$ cat config.mk
export PLATFORM = sky130hd
export DESIGN_NAME = dau_display_sink
export DESIGN_NICKNAME = d
export VERILOG_FILES = /design/src/rtl/dau_display_sink_pkg.sv /design/src/rtl/dau_seg_encode.sv /design/src/rtl/dau_display_sink.sv
export SDC_FILE = /design/constraint.sdc
export NUM_CORES = 1
export LEC_CHECK = 0
export CAP_MARGIN = 20
export CORE_MARGIN = 3
export CORE_UTILIZATION = 40
export DETAILED_ROUTE_END_ITERATION = 12
export GPL_TIMING_DRIVEN = 0
export PLACE_DENSITY_LB_ADDON = 0.05
export SYNTH_ARGS = -nofsm -noshare
export SYNTH_HDL_FRONTEND = slang
export SYNTH_SLANG_ARGS = --single-unit
$ cat constraint.sdc
create_clock -name i_clk -period 4.6 [get_ports i_clk]
set_input_delay 1.15 -clock i_clk [delete_from_list [all_inputs] [get_ports i_clk]]
set_output_delay 1.15 -clock i_clk [all_outputs]
set_load 0.03 [all_outputs]
$ cat src/rtl/dau_display_sink_pkg.sv
// Shared definitions for the DAU display sink.
// Holds the DAU symbol codes, the active-low 7-segment glyph patterns and the FSM state types.
package dau_display_sink_pkg;

   localparam int unsigned DAU_SYM_WIDTH = 5;
   localparam int unsigned SEG_WIDTH     = 8;

   typedef logic [DAU_SYM_WIDTH-1:0] dau_sym_t;
   typedef logic [SEG_WIDTH-1:0]     seg_t;

   // DAU output symbol codes; every other code is an echo the sink ignores
   localparam dau_sym_t DAU_SYM_0     = 5'd0;
   localparam dau_sym_t DAU_SYM_1     = 5'd1;
   localparam dau_sym_t DAU_SYM_2     = 5'd2;
   localparam dau_sym_t DAU_SYM_3     = 5'd3;
   localparam dau_sym_t DAU_SYM_4     = 5'd4;
   localparam dau_sym_t DAU_SYM_5     = 5'd5;
   localparam dau_sym_t DAU_SYM_6     = 5'd6;
   localparam dau_sym_t DAU_SYM_7     = 5'd7;
   localparam dau_sym_t DAU_SYM_8     = 5'd8;
   localparam dau_sym_t DAU_SYM_9     = 5'd9;
   localparam dau_sym_t DAU_SYM_MINUS = 5'd10;
   localparam dau_sym_t DAU_SYM_COMMA = 5'd11;
   localparam dau_sym_t DAU_SYM_EOL   = 5'd12;

   // Segment patterns {dp,g,f,e,d,c,b,a}, active-low
   localparam seg_t SEG_0       = 8'hC0;
   localparam seg_t SEG_1       = 8'hF9;
   localparam seg_t SEG_2       = 8'hA4;
   localparam seg_t SEG_3       = 8'hB0;
   localparam seg_t SEG_4       = 8'h99;
   localparam seg_t SEG_5       = 8'h92;
   localparam seg_t SEG_6       = 8'h82;
   localparam seg_t SEG_7       = 8'hF8;
   localparam seg_t SEG_8       = 8'h80;
   localparam seg_t SEG_9       = 8'h90;
   localparam seg_t SEG_MINUS   = 8'hBF;
   localparam seg_t SEG_BLANK   = 8'hFF;
   localparam seg_t SEG_DP_MASK = 8'h7F;  // AND-mask that lights the decimal point

   typedef enum logic {RX_IDLE, RX_COLLECT} rx_state_e;
   typedef enum logic {SCAN_ON, SCAN_BLANK} scan_state_e;

endpackage

$ cat src/rtl/dau_seg_encode.sv
// Combinational DAU symbol to 7-segment glyph encoder.
// Ports: sym (DAU symbol code), seg_c (active-low pattern, blank for non-glyphs),
//        is_glyph_c (symbol is a digit or minus sign).
module dau_seg_encode
   import dau_display_sink_pkg::*;
(
   input  logic [DAU_SYM_WIDTH-1:0] sym,
   output logic [SEG_WIDTH-1:0]     seg_c,
   output logic                     is_glyph_c
);

   // Glyph lookup
   always_comb begin
      seg_c      = SEG_BLANK;
      is_glyph_c = 1'b1;
      case (sym)
         DAU_SYM_0:     seg_c = SEG_0;
         DAU_SYM_1:     seg_c = SEG_1;
         DAU_SYM_2:     seg_c = SEG_2;
         DAU_SYM_3:     seg_c = SEG_3;
         DAU_SYM_4:     seg_c = SEG_4;
         DAU_SYM_5:     seg_c = SEG_5;
         DAU_SYM_6:     seg_c = SEG_6;
         DAU_SYM_7:     seg_c = SEG_7;
         DAU_SYM_8:     seg_c = SEG_8;
         DAU_SYM_9:     seg_c = SEG_9;
         DAU_SYM_MINUS: seg_c = SEG_MINUS;
         default:       is_glyph_c = 1'b0;
      endcase
   end

endmodule

$ cat src/rtl/dau_display_sink.sv
// Consumer end of the DAU symbol stream.
// Builds each printed number right-aligned in a shadow frame, commits it to the active frame on
// end-of-line and scans the active frame onto a multiplexed common-anode 7-segment display.
// Ports: i_clk, i_rst (sync, active-high), i_symbol/i_symbol_valid (stream, no backpressure),
//        o_seg (active-low segments), o_an (active-low anodes), o_frame_valid (commit pulse),
//        o_overflow (last committed frame had more glyphs than positions).
module dau_display_sink
   import dau_display_sink_pkg::*;
#(
   parameter int unsigned NUM_CHARS    = 8,
   parameter int unsigned SCAN_DIV     = 50000,
   parameter int unsigned BLANK_CYCLES = 64
) (
   input  logic                     i_clk,
   input  logic                     i_rst,
   input  logic [DAU_SYM_WIDTH-1:0] i_symbol,
   input  logic                     i_symbol_valid,
   output logic [SEG_WIDTH-1:0]     o_seg,
   output logic [NUM_CHARS-1:0]     o_an,
   output logic                     o_frame_valid,
   output logic                     o_overflow
);

   localparam int unsigned CNT_W  = $clog2(NUM_CHARS + 1);
   localparam int unsigned IDX_W  = (NUM_CHARS > 1) ? $clog2(NUM_CHARS) : 1;
   localparam int unsigned SCAN_W = (SCAN_DIV > 1) ? $clog2(SCAN_DIV) : 1;

   typedef logic [NUM_CHARS-1:0][SEG_WIDTH-1:0] frame_t;

   logic [SEG_WIDTH-1:0] glyph_c;
   logic                 is_glyph_c;

   rx_state_e            rx_state_q, rx_state_d;
   frame_t               shadow_q, shadow_d;
   frame_t               active_q;
   logic [CNT_W-1:0]     count_q, count_d;
   logic                 pend_q, pend_d;
   logic                 commit_c;

   scan_state_e          scan_state_q, scan_state_d;
   logic [SCAN_W-1:0]    scan_cnt_q, scan_cnt_d;
   logic [IDX_W-1:0]     idx_q, idx_d;
   logic [SEG_WIDTH-1:0] seg_d;
   logic [NUM_CHARS-1:0] an_d;

   dau_seg_encode u_encode (
      .sym        (i_symbol),
      .seg_c      (glyph_c),
      .is_glyph_c (is_glyph_c)
   );

   // Receiver next state: shift glyphs in, apply decimal point, commit on EOL
   always_comb begin
      rx_state_d = rx_state_q;
      shadow_d   = shadow_q;
      count_d    = count_q;
      pend_d     = pend_q;
      commit_c   = 1'b0;
      if (i_symbol_valid) begin
         if (i_symbol == DAU_SYM_EOL) begin
            rx_state_d = RX_IDLE;
            commit_c   = 1'b1;
            shadow_d   = '1;
            count_d    = '0;
            pend_d     = 1'b0;
         end else if (is_glyph_c) begin
            rx_state_d = RX_COLLECT;
            if (count_q == CNT_W'(NUM_CHARS)) begin
               pend_d = 1'b1;
            end else begin
               shadow_d    = shadow_q << SEG_WIDTH;
               shadow_d[0] = glyph_c;
               count_d     = count_q + CNT_W'(1);
            end
         end else if (i_symbol == DAU_SYM_COMMA) begin
            rx_state_d = RX_COLLECT;
            // A leading comma implies a zero integer part
            if (count_q == '0) begin
               shadow_d    = shadow_q << SEG_WIDTH;
               shadow_d[0] = SEG_0 & SEG_DP_MASK;
               count_d     = CNT_W'(1);
            end else begin
               shadow_d[0] = shadow_q[0] & SEG_DP_MASK;
            end
         end
      end
   end

   // Receiver registers and committed outputs
   always_ff @(posedge i_clk) begin
      if (i_rst) begin
         rx_state_q    <= RX_IDLE;
         shadow_q      <= '1;
         active_q      <= '1;
         count_q       <= '0;
         pend_q        <= 1'b0;
         o_frame_valid <= 1'b0;
         o_overflow    <= 1'b0;
      end else begin
         rx_state_q    <= rx_state_d;
         shadow_q      <= shadow_d;
         count_q       <= count_d;
         pend_q        <= pend_d;
         o_frame_valid <= commit_c;
         if (commit_c) begin
            active_q   <= shadow_q;
            o_overflow <= pend_q;
         end
      end
   end

   // Scanner next state: light one position, then blank before moving on
   always_comb begin
      scan_state_d = scan_state_q;
      scan_cnt_d   = scan_cnt_q + SCAN_W'(1);
      idx_d        = idx_q;
      an_d         = '1;
      seg_d        = SEG_BLANK;
      case (scan_state_q)
         SCAN_ON: begin
            an_d[idx_q] = 1'b0;
            seg_d       = active_q[idx_q];
            if (scan_cnt_q == SCAN_W'(SCAN_DIV - 1)) begin
               scan_state_d = SCAN_BLANK;
               scan_cnt_d   = '0;
            end
         end
         SCAN_BLANK: begin
            if (scan_cnt_q == SCAN_W'(BLANK_CYCLES - 1)) begin
               scan_state_d = SCAN_ON;
               scan_cnt_d   = '0;
               idx_d        = (idx_q == IDX_W'(NUM_CHARS - 1)) ? '0 : idx_q + IDX_W'(1);
            end
         end
         default: begin
            scan_state_d = SCAN_ON;
            scan_cnt_d   = '0;
         end
      endcase
   end

   // Scanner registers and display outputs
   always_ff @(posedge i_clk) begin
      if (i_rst) begin
         scan_state_q <= SCAN_ON;
         scan_cnt_q   <= '0;
         idx_q        <= '0;
         o_seg        <= SEG_BLANK;
         o_an         <= '1;
      end else begin
         scan_state_q <= scan_state_d;
         scan_cnt_q   <= scan_cnt_d;
         idx_q        <= idx_d;
         o_seg        <= seg_d;
         o_an         <= an_d;
      end
   end

endmodule
After elaboration in Yosys (flattened, before gate mapping)
Index checks and enable logic that the tools add are counted.

operators by class
  add/sub/neg operators = 3
  magnitude comparators = 2
  equality and inequality tests = 17
  muxes and demuxes = 29
  bitwise logic cells = 2
  reduce and logical (&&, ||, !) cells = 13

operator list
  operator                                               count
  2-to-1 mux 64 bit                                      4
  one-hot mux 7 bit (11 select lines)                    1
  2-to-1 mux 56 bit                                      1
  2-to-1 mux 16 bit                                      2
  one-hot mux 16 bit (2 select lines)                    1
  equality test 5 x 4 -> 1 bit (second input constant)   5
  binary-select mux 8 bit (select 3 bit)                 1
  equality test 5 x 3 -> 1 bit (second input constant)   4
  2-to-1 mux 4 bit                                       5
  adder 16 x 1 -> 16 bit (second input constant)         1
  equality test 16 bit (second input constant)           1
  equality test 16 x 6 -> 1 bit (second input constant)  1
  OR reduction 11 bit                                    1
  equality test 5 x 2 -> 1 bit (second input constant)   2
  2-to-1 mux 1 bit                                       9
  2-to-1 mux 8 bit                                       1
  NOT 8 bit                                              1
  2-to-1 mux 7 bit                                       1
  AND reduction 3 bit                                    2
  nonzero test 3 bit                                     2
  equality test 5 x 1 -> 1 bit (second input constant)   1
  logical NOT 5 bit                                      1
  adder 4 x 1 -> 4 bit (second input constant)           1
  equality test 4 bit (second input constant)            1
  15 further kinds                                       16

word-level totals
  register bits after elaboration = 171
  output and inout port bits = 18

Logic depth before layout (Yosys ltp)
  depth after elaboration = 5
  depth in mapped cells = 10

By module
A second synthesis with hierarchy kept.

unflattened totals
  cells, all modules = 847
  area total of the unflattened synthesis = 7,609.8 µm²

modules (own cells, without submodules)
  module            instances  cells an instance  area an instance (µm²)
  dau_display_sink  1          812                7,383.3
  dau_seg_encode    1          35                 226.5

Worst setup path before layout
No wires, ideal clock.

  path type = input-to-reg
  start = input port i_symbol[4]
  end = register count_q[0]
  library setup time = 0.121 ns
  arrival time = 2.410 ns
  data required time = 4.479 ns
  slack = 2.070 ns
  stages = 7
  path buffers = 3
  cell sequence = buf_2 -> nor2_1 -> a222oi_1 -> buf_2 -> or2_1 -> buf_2 -> mux2_2

on the way
  longest elaborated chain between the ends = 5
  elaborated cells on any way between the ends = 21

ends and longest elaborated chain
  what                                                                      line                     text
  start: declaration                                                        dau_display_sink.sv:16   input logic [DAU_SYM_WIDTH-1:0] i_symbol,
  equality test 5 x 1 -> 1 bit (tied with other cells)                      dau_seg_encode.sv:16     case (sym)
  OR reduction 11 bit (no line)                                             n/a
  2-to-1 mux 1 bit                                                          dau_seg_encode.sv:16
  != test 3 bit (no line) (tied with other cells)                           n/a
  AND reduction 4 bit (no line) / 2-to-1 mux 4 bit (equally long branches)  n/a
  end signal: assignment                                                    dau_display_sink.sv:102  count_q <= count_d;
  end: declaration                                                          dau_display_sink.sv:36   logic [CNT_W-1:0] count_q, count_d;

Several ways; a longest one is shown, not always the timed one.
A chain may end at the register's enable or synchronous reset.

Worst setup path in the final report
  start = input port i_rst
  end = register active_q[24] (netlist bit)

RTL lines
  what                    line                     text
  start: declaration      dau_display_sink.sv:15   input logic i_rst,
  end signal: assignment  dau_display_sink.sv:106  active_q <= shadow_q;
  end: declaration        dau_display_sink.sv:35   frame_t active_q;

No word-level cell between the ends.

==> metrics.txt <==
post-detailed-route via-to-cell ratio 5.40; worst flop-to-flop path startpoint count_q[0]$_SDFFE_PP0P_; leakage power summed over all cells 0.00305 uW; Power Density 388 mW/mm2; clock latency at the later pin of the worst-skew pair 430 ps; setup-violating endpoint count in the final report 0; largest voltage drop on the vdd net 0.268 mV; outcome complete, no violations; starting density of the core 0.411; Final Max Slew Viols 0; crit path launch i_rst; dominant synthesized flop cell sky130_fd_sc_hd__dfxtp_1; Least-Margin Pin Slew 740 ps; Unique masters post-synth 56; antenna diode count 0; synthesized-area fraction occupied by ao, oa, aoi and oai cells 0.101; Crit path arrival time 3690 ps; Reg clk slew, reported paths 60 ps; depth of the worst register-to-register path 9; die width 137 um; Num Clock Sinks 171; antenna violations before repair 0; core area 0.0167 mm2; Synth Cell Area 0.00687 mm2; most area-hungry cell type in the Yosys netlist sky130_fd_sc_hd__dfxtp_1; total CTS buffers 17; simple-gate share of the synthesized area 0.288; number of design-rule violations left by the first detailed-router iteration 401; setup clock skew after layout 6.84 ps; Post-Syn Nets 827; HPWL after detailed placement 14600 um; RR Endpoint shadow_q[55]$_SDFFE_PP1P_; buffers added on ports 24; gr usage total 0.218; number of rows in the core area 47; WS Path Type in -> reg; mean area per synthesized cell 8.43 um2; number of hold violations in the final report 0; CP required 4890 ps; Final Core Density 0.476; Clock Tree Root sky130_fd_sc_hd__clkbuf_16; Final TNS setup 0 ps; relative area change from synthesis to final layout 15.9%; number of warnings printed during yosys synthesis 0; Die Y-Extent 137 um; number of routed nets with antenna violations 0; Die Outline Area 0.0188 mm2; Worst Setup EP active_q[24]$_SDFFE_PP1P_; max_cap viols 0; register bit total from synthesis 171; share of synthesized area occupied by flip-flops and latches 0.499; Longest Clk Path Bufs 2; Setup Buffers After CTS 0; Final nets 870; DRC violation count after routing 0; category of the worst setup path capture point flip-flop; largest net degree at the start of global routing 17; Routed Wire Length 19700 um; mux share of post-synthesis cell area 0.0388; Max-slew headroom 0.507; H-tree depth reported by CTS 4; global-route wire length before repair 30900 um; reg-to-reg slack, setup 2240 ps; post-cts sizing count 0; WHS Path Cells 2; unrepaired setup endpoints after global routing no; wire per inst 18.1 um; iteration count of the initial detailed-routing pass 5; top cells by area, synth sky130_fd_sc_hd__dfxtp_1, sky130_fd_sc_hd__nand2_1, sky130_fd_sc_hd__nand3_1, sky130_fd_sc_hd__nor4_1, sky130_fd_sc_hd__a21oi_1; maximum clock rate 0.294 GHz; Min Hold Slack 456 ps; routed vias 5891; count of hold-fix buffers inserted at cts 0; weighted congestion reported at the end of routability-driven placement 0.920; GRT Residual Overflow 0; ports placed on the boundary 26; Cells after Synth 814; TritonCTS clock tree done; via count of the first global-routing pass 5582; crit start category input port; Period minus WS final 3410 ps; arithmetic-cell share of the synthesized area counting full adders, half adders and majority gates 0.00911; fraction of registers with async set/reset 0; main combinational cell family by area after synthesis simple AND/OR/NAND/NOR gates; synthesized-area fraction occupied by xor and xnor cells 0.0179; Worst Path Max Fanout 10; number of enable-type register cells in the synthesized netlist 0; share of the synthesized area in the top cell type 0.499; worst hold path class reg -> reg; layout cells sized above 1 0.0931; Period Utilization, post-route 0.740
==> cells in the mapped netlist, drive strengths merged (4+ instances only) <==
cell type,n
dfxtp,171
nand2,153
nor2,93
nand3,76
a21oi,72
nor4,58
buf,35
clkbuf,34
o21ai,12
mux4,10
xnor2,7
xor2,7
a221oi,6
a22oi,6
inv,6
and3,5
ha,5
nor2b,5
nand4,4
nor3,4
==> cell usage in the layout (no fill, tap or decap), drive strengths merged, types with 12 or more instances in the layout <==
| cell | count |
|---|---|
| nand3 | 76 |
| nor4 | 58 |
| dfxtp | 171 |
| nand2 | 153 |
| a21oi | 72 |
| clkbuf | 56 |
| nor2 | 93 |
| buf | 35 |
| clkdlybuf4s50 | 24 |
| o21ai | 12 |
==> worst max-delay path, cell delays in order <==
cell,delay [ps]
sky130_fd_sc_hd__clkdlybuf4s50_1,420
sky130_fd_sc_hd__clkbuf_1,330
sky130_fd_sc_hd__inv_1,160
sky130_fd_sc_hd__clkbuf_1,480
sky130_fd_sc_hd__clkbuf_1,590
sky130_fd_sc_hd__clkbuf_1,430
sky130_fd_sc_hd__nand3_1,130
==> area by class of cell <==
cell class	count	area [um2]
timing repair buffer	24	240
tap	220	275
clock buffer	22	484
inverter	6	22.5
fill	1651	8750
sequential	171	3420
clock inverter	10	90.1
buffer	69	303
multi-input combinational	568	3120
==> power breakdown <==
group	internal (uW)	leakage (uW)	total, uW	switching, uW
Sequential	1500	0.00139	1520	19.0
Combinational	50.5	0.00138	176	125
Clock	801	0.000278	1390	589
==> sequential cells by signal, indices dropped and copies added (netlist names) <==
signal	flops
active_q	64
o_an	8
o_overflow	1
idx_q	3
o_frame_valid	1
shadow_q	64
count_q	4
scan_cnt_q	16
pend_q	1
scan_state_q	1
o_seg	8
==> worst min-delay path by stage <==
| stage | start | to | slack, ps |
|---|---|---|---|
| 3_3_place_gp | scan_cnt_q[0]$_SDFF_PP0_ | scan_cnt_q[0]$_SDFF_PP0_ | 440 |
| 2_1_floorplan | scan_cnt_q[0]$_SDFF_PP0_ | scan_cnt_q[0]$_SDFF_PP0_ | 430 |
| 6_report | o_overflow$_SDFFE_PP0P_ | o_overflow$_SDFFE_PP0P_ | 460 |
| 3_5_place_dp | o_overflow$_SDFFE_PP0P_ | o_overflow$_SDFFE_PP0P_ | 450 |
| 4_1_cts | o_overflow$_SDFFE_PP0P_ | o_overflow$_SDFFE_PP0P_ | 460 |
| 5_1_grt | pend_q$_SDFFE_PP0P_ | o_overflow$_SDFFE_PP0P_ | 480 |
==> logic make-up (layout without fill, tap and decap cells) <==
| family | after synthesis | after routing |
|---|---|---|
| simple gates | 419 | 419 |
| flops | 171 | 171 |
| compound gates | 116 | 116 |
| buf+inv | 75 | 131 |
| xor+xnor | 14 | 14 |
| mux | 14 | 14 |
| fa+ha+maj | 5 | 5 |
==> through the flow <==
stage	power, uW	setup WS [ps]	std cells	area [um2]
floorplan	1660	2070	814	6870
global placement	1720	782	1058	7380
detailed placement	1730	702	1058	7380
CTS	3100	1130	1090	7960
global route	3190	954	1090	7960
finish	3080	1190	1090	7960
==> metal layers <==
metal,GRT usage,up-vias,share of wire
met4,0.0704,0,0.021
met2,0.346,136,0.46
met5,0,-,0
met1,0.297,2790,0.47
li1,-,2938,-
met3,0.0478,27,0.047
Power figures use the tool's default switching activity.
